### config.mk
export PLATFORM = sky130hd
export DESIGN_NAME = fp_det_seq
export DESIGN_NICKNAME = d
export VERILOG_FILES = /design/src/rtl/fp_det_pkg.sv /design/src/rtl/fp_det_wdog.sv /design/src/rtl/fp_det_seq.sv
export SDC_FILE = /design/constraint.sdc
export NUM_CORES = 2
export LEC_CHECK = 0
export ABC_AREA = 0
export CORE_ASPECT_RATIO = 0.9
export CORE_MARGIN = 2
export CORE_UTILIZATION = 50
export CTS_BUF_LIST = sky130_fd_sc_hd__clkbuf_8 sky130_fd_sc_hd__clkbuf_16
export CTS_CLUSTER_SIZE = 28
export DETAILED_ROUTE_END_ITERATION = 16
export GPL_TIMING_DRIVEN = 0
export HOLD_SLACK_MARGIN = 0.06
export PLACE_DENSITY_LB_ADDON = 0.15
export SLEW_MARGIN = 20
export SYNTH_ARGS = -nofsm -noshare
export SYNTH_HDL_FRONTEND = slang
export SYNTH_SLANG_ARGS = --single-unit
### constraint.sdc
create_clock -name clk -period 6.89 [get_ports clk]
set_clock_uncertainty 0.15 [all_clocks]
set_input_delay 1.378 -clock clk [delete_from_list [all_inputs] [get_ports clk]]
set_output_delay 1.378 -clock clk [all_outputs]
set_load 0.01 [all_outputs]
### src/rtl/fp_det_pkg.sv
// fp_det_pkg: shared commands, FSM states, address-field layout and defaults for the FP determinant sequencer
package fp_det_pkg;
  localparam int MAX_N = 5;
  localparam int TIMEOUT = 1024;
  localparam logic [31:0] NAN_WORD = 32'h7FC0_0000;
  localparam int ROW_LSB = 0;
  localparam int COL_LSB = 3;
  localparam int FIELD_W = 3;
  typedef enum logic [4:0] {
    CMD_WRITE  = 5'd0,
    CMD_SETDIM = 5'd1,
    CMD_RUN    = 5'd2,
    CMD_READ   = 5'd3,
    CMD_CLEAR  = 5'd4
  } cmd_e;
  typedef enum logic [1:0] {S_IDLE, S_LAUNCH, S_WAIT, S_RESP} state_e;
endpackage

### src/rtl/fp_det_wdog.sv
// fp_det_wdog: engine watchdog counter; clr reloads zero, en counts, expired flags TIMEOUT-1 (clk, reset, clr, en -> expired)
module fp_det_wdog #(
  parameter int TIMEOUT = 1024
) (
  input  logic clk,
  input  logic reset,
  input  logic clr,
  input  logic en,
  output logic expired
);
  localparam int W = $clog2(TIMEOUT);
  logic [W-1:0] count;
  always_ff @(posedge clk) begin
    if (reset || clr) count <= '0;
    else if (en) count <= count + 1'b1;
  end
  assign expired = count == W'(TIMEOUT - 1);
endmodule

### src/rtl/fp_det_seq.sv
// fp_det_seq: custom-instruction sequencer owning the matrix store (cpu: start/n/dataa/datab -> done/result/busy; engine: eng_start/eng_dim/eng_data out, eng_row/eng_col/eng_done/eng_result in)
module fp_det_seq #(
  parameter int MAX_N = fp_det_pkg::MAX_N,
  parameter int TIMEOUT = fp_det_pkg::TIMEOUT,
  parameter logic [31:0] NAN_WORD = fp_det_pkg::NAN_WORD
) (
  input  logic        clk,
  input  logic        reset,
  input  logic        clk_en,
  input  logic        start,
  input  logic [4:0]  n,
  input  logic [31:0] dataa,
  input  logic [31:0] datab,
  output logic        done,
  output logic [31:0] result,
  output logic        eng_start,
  output logic [2:0]  eng_dim,
  input  logic [2:0]  eng_row,
  input  logic [2:0]  eng_col,
  output logic [31:0] eng_data,
  input  logic        eng_done,
  input  logic [31:0] eng_result,
  output logic        busy
);
  import fp_det_pkg::*;
  localparam int CELLS = MAX_N * MAX_N;
  localparam int IW = $clog2(CELLS);
  logic [31:0] mat [CELLS];
  state_e state;
  logic [2:0] dim, row, col;
  logic timeout_flag, expired, addr_ok, dim_ok, flag_addr, eng_ok, unused;
  logic [IW-1:0] idx, eng_idx;
  logic [31:0] cmd_result;
  assign row = datab[ROW_LSB +: FIELD_W];
  assign col = datab[COL_LSB +: FIELD_W];
  assign addr_ok = 32'(row) < MAX_N && 32'(col) < MAX_N;
  assign flag_addr = &{row, col};
  assign dim_ok = dataa[2:0] != 3'd0 && 32'(dataa[2:0]) <= MAX_N;
  assign idx = IW'(32'(row) * MAX_N + 32'(col));
  assign eng_ok = 32'(eng_row) < MAX_N && 32'(eng_col) < MAX_N;
  assign eng_idx = IW'(32'(eng_row) * MAX_N + 32'(eng_col));
  assign eng_data = eng_ok ? mat[eng_idx] : '0;
  assign eng_dim = dim;
  assign unused = ^datab[31:6];
  assign cmd_result = n == CMD_WRITE  ? (addr_ok ? dataa : NAN_WORD)
                    : n == CMD_SETDIM ? (dim_ok ? '0 : NAN_WORD)
                    : n == CMD_READ   ? (addr_ok ? mat[idx] : flag_addr ? 32'(timeout_flag) : NAN_WORD)
                    : n == CMD_CLEAR  ? '0 : NAN_WORD;
  fp_det_wdog #(.TIMEOUT(TIMEOUT)) u_wdog (
    .clk(clk),
    .reset(reset),
    .clr(clk_en && state == S_LAUNCH),
    .en(clk_en && state == S_WAIT),
    .expired(expired)
  );
  always_ff @(posedge clk) begin
    if (reset) begin
      state <= S_IDLE;
      done <= 1'b0;
      result <= '0;
      eng_start <= 1'b0;
      busy <= 1'b0;
      dim <= 3'd1;
      timeout_flag <= 1'b0;
      for (int i = 0; i < CELLS; i++) mat[i] <= '0;
    end else if (clk_en) begin
      done <= 1'b0;
      eng_start <= 1'b0;
      case (state)
        S_IDLE: if (start) begin
          busy <= 1'b1;
          state <= n == CMD_RUN ? S_LAUNCH : S_RESP;
          eng_start <= n == CMD_RUN;
          done <= n != CMD_RUN;
          if (n != CMD_RUN) result <= cmd_result;
          if (n == CMD_WRITE && addr_ok) mat[idx] <= dataa;
          if (n == CMD_SETDIM && dim_ok) dim <= dataa[2:0];
          if (n == CMD_CLEAR) begin
            dim <= 3'd1;
            timeout_flag <= 1'b0;
            for (int i = 0; i < CELLS; i++) mat[i] <= '0;
          end
        end
        S_LAUNCH: state <= S_WAIT;
        S_WAIT: if (eng_done || expired) begin
          state <= S_RESP;
          done <= 1'b1;
          result <= eng_done ? eng_result : NAN_WORD;
          timeout_flag <= timeout_flag | ~eng_done;
        end
        S_RESP: begin
          busy <= 1'b0;
          state <= S_IDLE;
        end
      endcase
    end
  end
endmodule
After elaboration in Yosys (flattened, before gate mapping)
Memories as Yosys holds them, arrays and structs flattened.
Cells that the tools add are included.
{ "op_classes": {"n_addsub": 3, "n_mul": 2, "order_cmp": 5, "n_eq_ne": 13, "muxes": 73, "bitwise": 27, "reduce_logical": 22} }
{ "ops": {"columns": ["cell", "count"], "rows": [
  ["$mux W32", 36],
  ["$mux W31", 3],
  ["$pmux W32 S2", 1],
  ["$reduce_or A32 Y1", 1],
  ["$or A1 B1 Y1", 26],
  ["$mux W1", 23],
  ["$lt A3 B3 Y1 const B", 4],
  ["$add A10 B1 Y10 const B", 1],
  ["$add A5 B3 Y5", 2],
  ["$eq A10 B10 Y1 const B", 1],
  ["$eq A5 B2 Y1 const B", 2],
  ["$mul A3 B3 Y5 const B", 2],
  ["$reduce_and A5 Y1", 2],
  ["$pmux W2 S4", 1],
  ["$logic_and A1 B1 Y1", 7],
  ["$mux W2", 3],
  ["$mux W3", 2],
  ["$ne A2 B2 Y1 const B", 3],
  ["$pmux W1 S2", 3],
  ["$reduce_and A3 Y1", 2],
  ["$reduce_and A6 Y1", 1],
  ["$reduce_bool A2 Y1", 3],
  ["$eq A5 B1 Y1 const B", 1],
  ["$eq A5 B3 Y1 const B", 1],
  ["12 further kinds", 14]
]} }
{ "totals": {"ff_bits": 51, "mem_bits_rw": 800, "in_bits": 112, "output_inout_bits": 70, "word_cells": 154, "mem_count": 1} }
{ "memory_table": {"columns": ["name", "words", "word_bits", "read_ports", "rd_clocked_by_memory_dff", "wr", "line", "rtl"], "rows": [
  ["mat", 25, 32, 2, 0, 25, "fp_det_seq.sv:28", "logic [31:0] mat [CELLS];"]
]} }

Logic depth before layout (Yosys ltp)
{ "depth": {"ltp_word": 11, "ltp_mapped": 12, "depth_no_buf": 9} }

By module
From an unflattened synthesis, not the netlist that was laid out.
{ "hier_totals": {"cells_unflattened": 3662, "area_unflattened_um2": 56360.3} }
{ "by_module_without_submodules": {"columns": ["module", "instances", "cells_each", "area_per_inst_um2", "seq_area_each_um2"], "rows": [
  ["fp_det_seq", 1, 3612, 55904.9, 31570.3],
  ["fp_det_wdog", 1, 50, 455.4, 200.2]
]} }

Worst setup path after synthesis
No wires, ideal clock.
{ "synth_path": {"path_type": "in2reg", "startpoint": "input port datab[0]", "endpoint": "memory mat[10][0] (enable)", "setup_time_ns": 0.466, "arrival_ns": 5.728, "required_time_ns": 6.274, "slack_ns": 0.546, "cell_stages": 8, "cell_sequence": "ha_1 -> ha_1 -> fa_1 -> clkbuf_1 -> clkbuf_1 -> nor2_1 -> nand3_1 -> o21ai_0"} }
{ "synth_rtl": {"columns": ["element", "line", "rtl"], "rows": [
  ["start: declaration", "fp_det_seq.sv:13", "input logic [31:0] datab,"],
  ["end: declaration", "fp_det_seq.sv:28", null]
]} }

==> summary.md <==
| Metric | Value |
|---|---|
| Synth Net Count | `3,719` |
| Max-slew violation count | `0` |
| Hold violation count in the final report | `0` |
| Area Growth Syn to Fin | `16.23%` |
| Fin worst setup slack | `-96.48 ps` |
| Yosys reg bits | `1,075` |
| CTS H-Tree Depth | `3` |
| Clock slew at reported path FFs | `60 ps` |
| Synthesized area | `56,200 um^2` |
| PortBufs | `155` |
| Max-slew headroom | `17.81%` |
| Starting Density | `50.49%` |
| Xor/xnor share of the synthesized area | `0.2649%` |
| Layout cells sized above 1 | `26.32%` |
| Vias/cell | `6.904` |
| Adder-Cell Fraction of Synth Area | `0.5387%` |
| Synthesis Warnings | `0` |
| CTS tree | `yes` |
| Async SR Flop Fraction | `0%` |
| Simple-Gate Fraction of Synth Area | `11.50%` |
| Met2 Use GR | `53.21%` |
| Total iterations of the first detailed-routing run | `6` |
| Multiplexer share of the synthesized area | `24.05%` |
| Library cells used by synthesis | `72` |
| CORE AREA | `111,300 um^2` |
| Post-DP Area | `61,190 um^2` |
| Crit path launch type | `input pin` |
| Syn_area_per_cell | `15.68 um^2` |
| Post-synthesis compound-gate area fraction | `4.143%` |
| Least-Margin Pin Slew | `1233 ps` |
| Fin crit period | `6986 ps` |
| Total number of vias | `37.85k` |
| Layout Nets | `4,040` |
| Post-synthesis instance total | `3,584` |
| Worst-Skew Late Latency | `740 ps` |
| Total chip power | `18,360 uW` |
| Site Rows | `116` |
| Clock sink count | `1,075` |
| Vias in the first global route | `36.80k` |
| Initial drt markers | `6,249` |
| Grt met3 use | `15.30%` |
| Failing checks | `setup timing` |
| GPL Wtd Cong | `1.005` |
| Synth top area share | `54.71%` |
| Max_cap viols | `0` |
| Total track usage | `37.09%` |
| Fmax | `0.1431 GHz` |
| Met1 Track Usage GR | `50.28%` |
| Largest family of logic cells by synthesized area | `multiplexers` |
| I/O pin cnt | `182` |
| Most used DFF post-synth | `edfxtp_1` |
| Post-DRT Antenna Nets | `0` |
| Leakage | `0.02250 uW` |
| Antenna violations before repair | `8` |
| Peak VDD IR | `0.2149 mV` |
| Root Buffer Master | `clkbuf_16` |
| Hold Crit Class | `reg2reg` |
| First-pass GRT wire length | `290,500 um` |
| Arrival time at the worst endpoint | `7430 ps` |
| Status | `finished with violations` |
| Final Cycle Share | `101.4%` |
| Area leader, netlist | `edfxtp_1` |
| Drt total wl | `212,100 um` |
| Cell with the most instances after synthesis | `edfxtp_1` |
| Worst Path Required | `7330 ps` |
| Busiest grt layer | `met2` |
| EDFF count, synth | `1,024` |
| Drc violations | `0` |
| Top cells by count, synth | `edfxtp_1, and2_1, mux4_2, clkbuf_1, nor2_1` |
| Die X | `357.4 um` |
| Grt ovf | `0` |
| Wire length per cell | `38.69 um` |
| Post-CTS Hold Fix Bufs | `0` |
| CP Class | `in2reg` |
| Clock Path Buffers | `3` |
| Die height | `322.1 um` |
| Ranking of synthesized cells by area | `edfxtp_1, mux4_2, and2_1` |
| DP HPWL | `153,900 um` |
| Crit-path max FO | `10` |
| Crit. End Element | `flop` |
| CTS buffer count | `116` |
| RSZ-0062 raised after global routing | `true` |
| Largest net degree at the start of global routing | `21` |
| Design area | `65,330 um^2` |
| Setup-failing EPs final | `73` |
| Power per Cell Area | `281.0 nW/um^2` |
| Sequential share of the synthesized area | `56.53%` |
| Overall die area | `115,100 um^2` |
-- layer usage --
metal / vias up / part of all wire, %
li1: 14750 / -
met1: 19600 / 36
met2: 2995 / 43
met3: 490 / 16
met4: 8 / 4.7
met5: - / 0.081
-- power breakdown --
part           switching, uW  internal (uW)
Clock                   2750           3560
Combinational           2900           1690
Sequential               114           7350
Total                   5760          12600
-- placed cells by master, fill, tap and decap left out, types with 12 or more instances in the layout --
master / n
edfxtp_1: 1024
and2_1: 804
mux4_2: 566
clkbuf_1: 182
clkdlybuf4s50_1: 151
clkbuf_16: 119
nor2_1: 113
a211oi_1: 83
buf_2: 78
a21oi_1: 63
nand2_1: 56
dfxtp_1: 51
inv_1: 49
mux2i_1: 47
buf_16: 36
nor2b_1: 35
clkinv_1: 35
buf_4: 34
nand3_1: 30
o21ai_0: 29
o21ai_4: 25
clkbuf_2: 23
o22ai_1: 23
clkinv_2: 22
ha_1: 20
a221oi_1: 18
a22oi_1: 16
mux2_2: 15
clkbuf_4: 14
o211ai_1: 14
buf_6: 12
bufinv_16: 12
-- per-stage QoR --
| step | utilization, % | setup WS [ps] | hold WS, ps | setup TNS, ps | instances |
|---|---|---|---|---|---|
| CTS | 58.58 | 6.884 | 326.9 | 0 | 5479 |
| finish | 58.68 | -96.48 | 334.2 | -2894 | 5482 |
| detailed placement | 54.97 | -1641 | 319.3 | -302520 | 5262 |
| global route | 58.67 | -47.03 | 350.4 | -76.60 | 5479 |
| global placement | 53.54 | -4477 | 315.9 | -3889250 | 5214 |
| floorplan | - | 546.5 | 290.2 | 0 | 3584 |
-- state kept, by name, summed over array words and instances, names as in the netlist --
register      cells
u_wdog.count     10
done              1
busy              1
timeout_flag      1
eng_dim           3
result           32
eng_start         1
mat            1024
state             2
-- worst paths after layout --
| path | from | endpoint | slack (ps) | cells after the start |
|---|---|---|---|---|
| worst max-delay path | datab[2] | mat[3][3]$_SDFFCE_PN0P_ | -100 | 11 |
| worst min register to register | u_wdog.count[1]$_SDFFE_PP0P_ | u_wdog.count[1]$_SDFFE_PP0P_ | 330 | 2 |
| worst min-delay path | u_wdog.count[1]$_SDFFE_PP0P_ | u_wdog.count[1]$_SDFFE_PP0P_ | 330 | 2 |
| worst max register to register | state[1]$_SDFFE_PP0P_ | mat[3][3]$_SDFFCE_PN0P_ | 2380 | 10 |
-- worst max-delay path: stages --
cell and delay (ps):
clkdlybuf4s50_1 650, ha_1 300, ha_1 310, fa_1 450, clkbuf_1 530, clkbuf_2 610
nor2_2 1080, nand2_1 680, nor2_1 640, clkbuf_1 540, and2_1 220
-- layout make-up --
| class | count | area, um^2 |
|---|---|---|
| fillers | 8571 | 46000 |
| flip-flops and latches | 1075 | 31770 |
| multi-input cells | 2128 | 23290 |
| clock buffers | 119 | 2978 |
| repair buffers | 205 | 2783 |
| well taps | 1475 | 1846 |
| plain buffers | 348 | 1759 |
| clock inverters | 98 | 773.2 |
| inverters | 31 | 116.4 |
| diodes | 3 | 7.507 |
-- cells by family (layout without fill, tap and decap cells) --
group / after synthesis / count (layout)
compound gates: 341 / 341
mux: 641 / 641
buf+inv: 381 / 801
xor+xnor: 17 / 17
fa+ha+maj: 23 / 23
simple gates: 1106 / 1106
flops: 1075 / 1075
other cells: 0 / 3
-- repair_timing --
item                                   in CTS  in global routing
endpoints found under the hold margin       0                  0
setup endpoints to repair                  32                118
pin swaps                                   3                  4
buffers inserted                            2                  0
gates resized for setup                    94                 48
No activity file was read; power rests on OpenSTA's default activity.
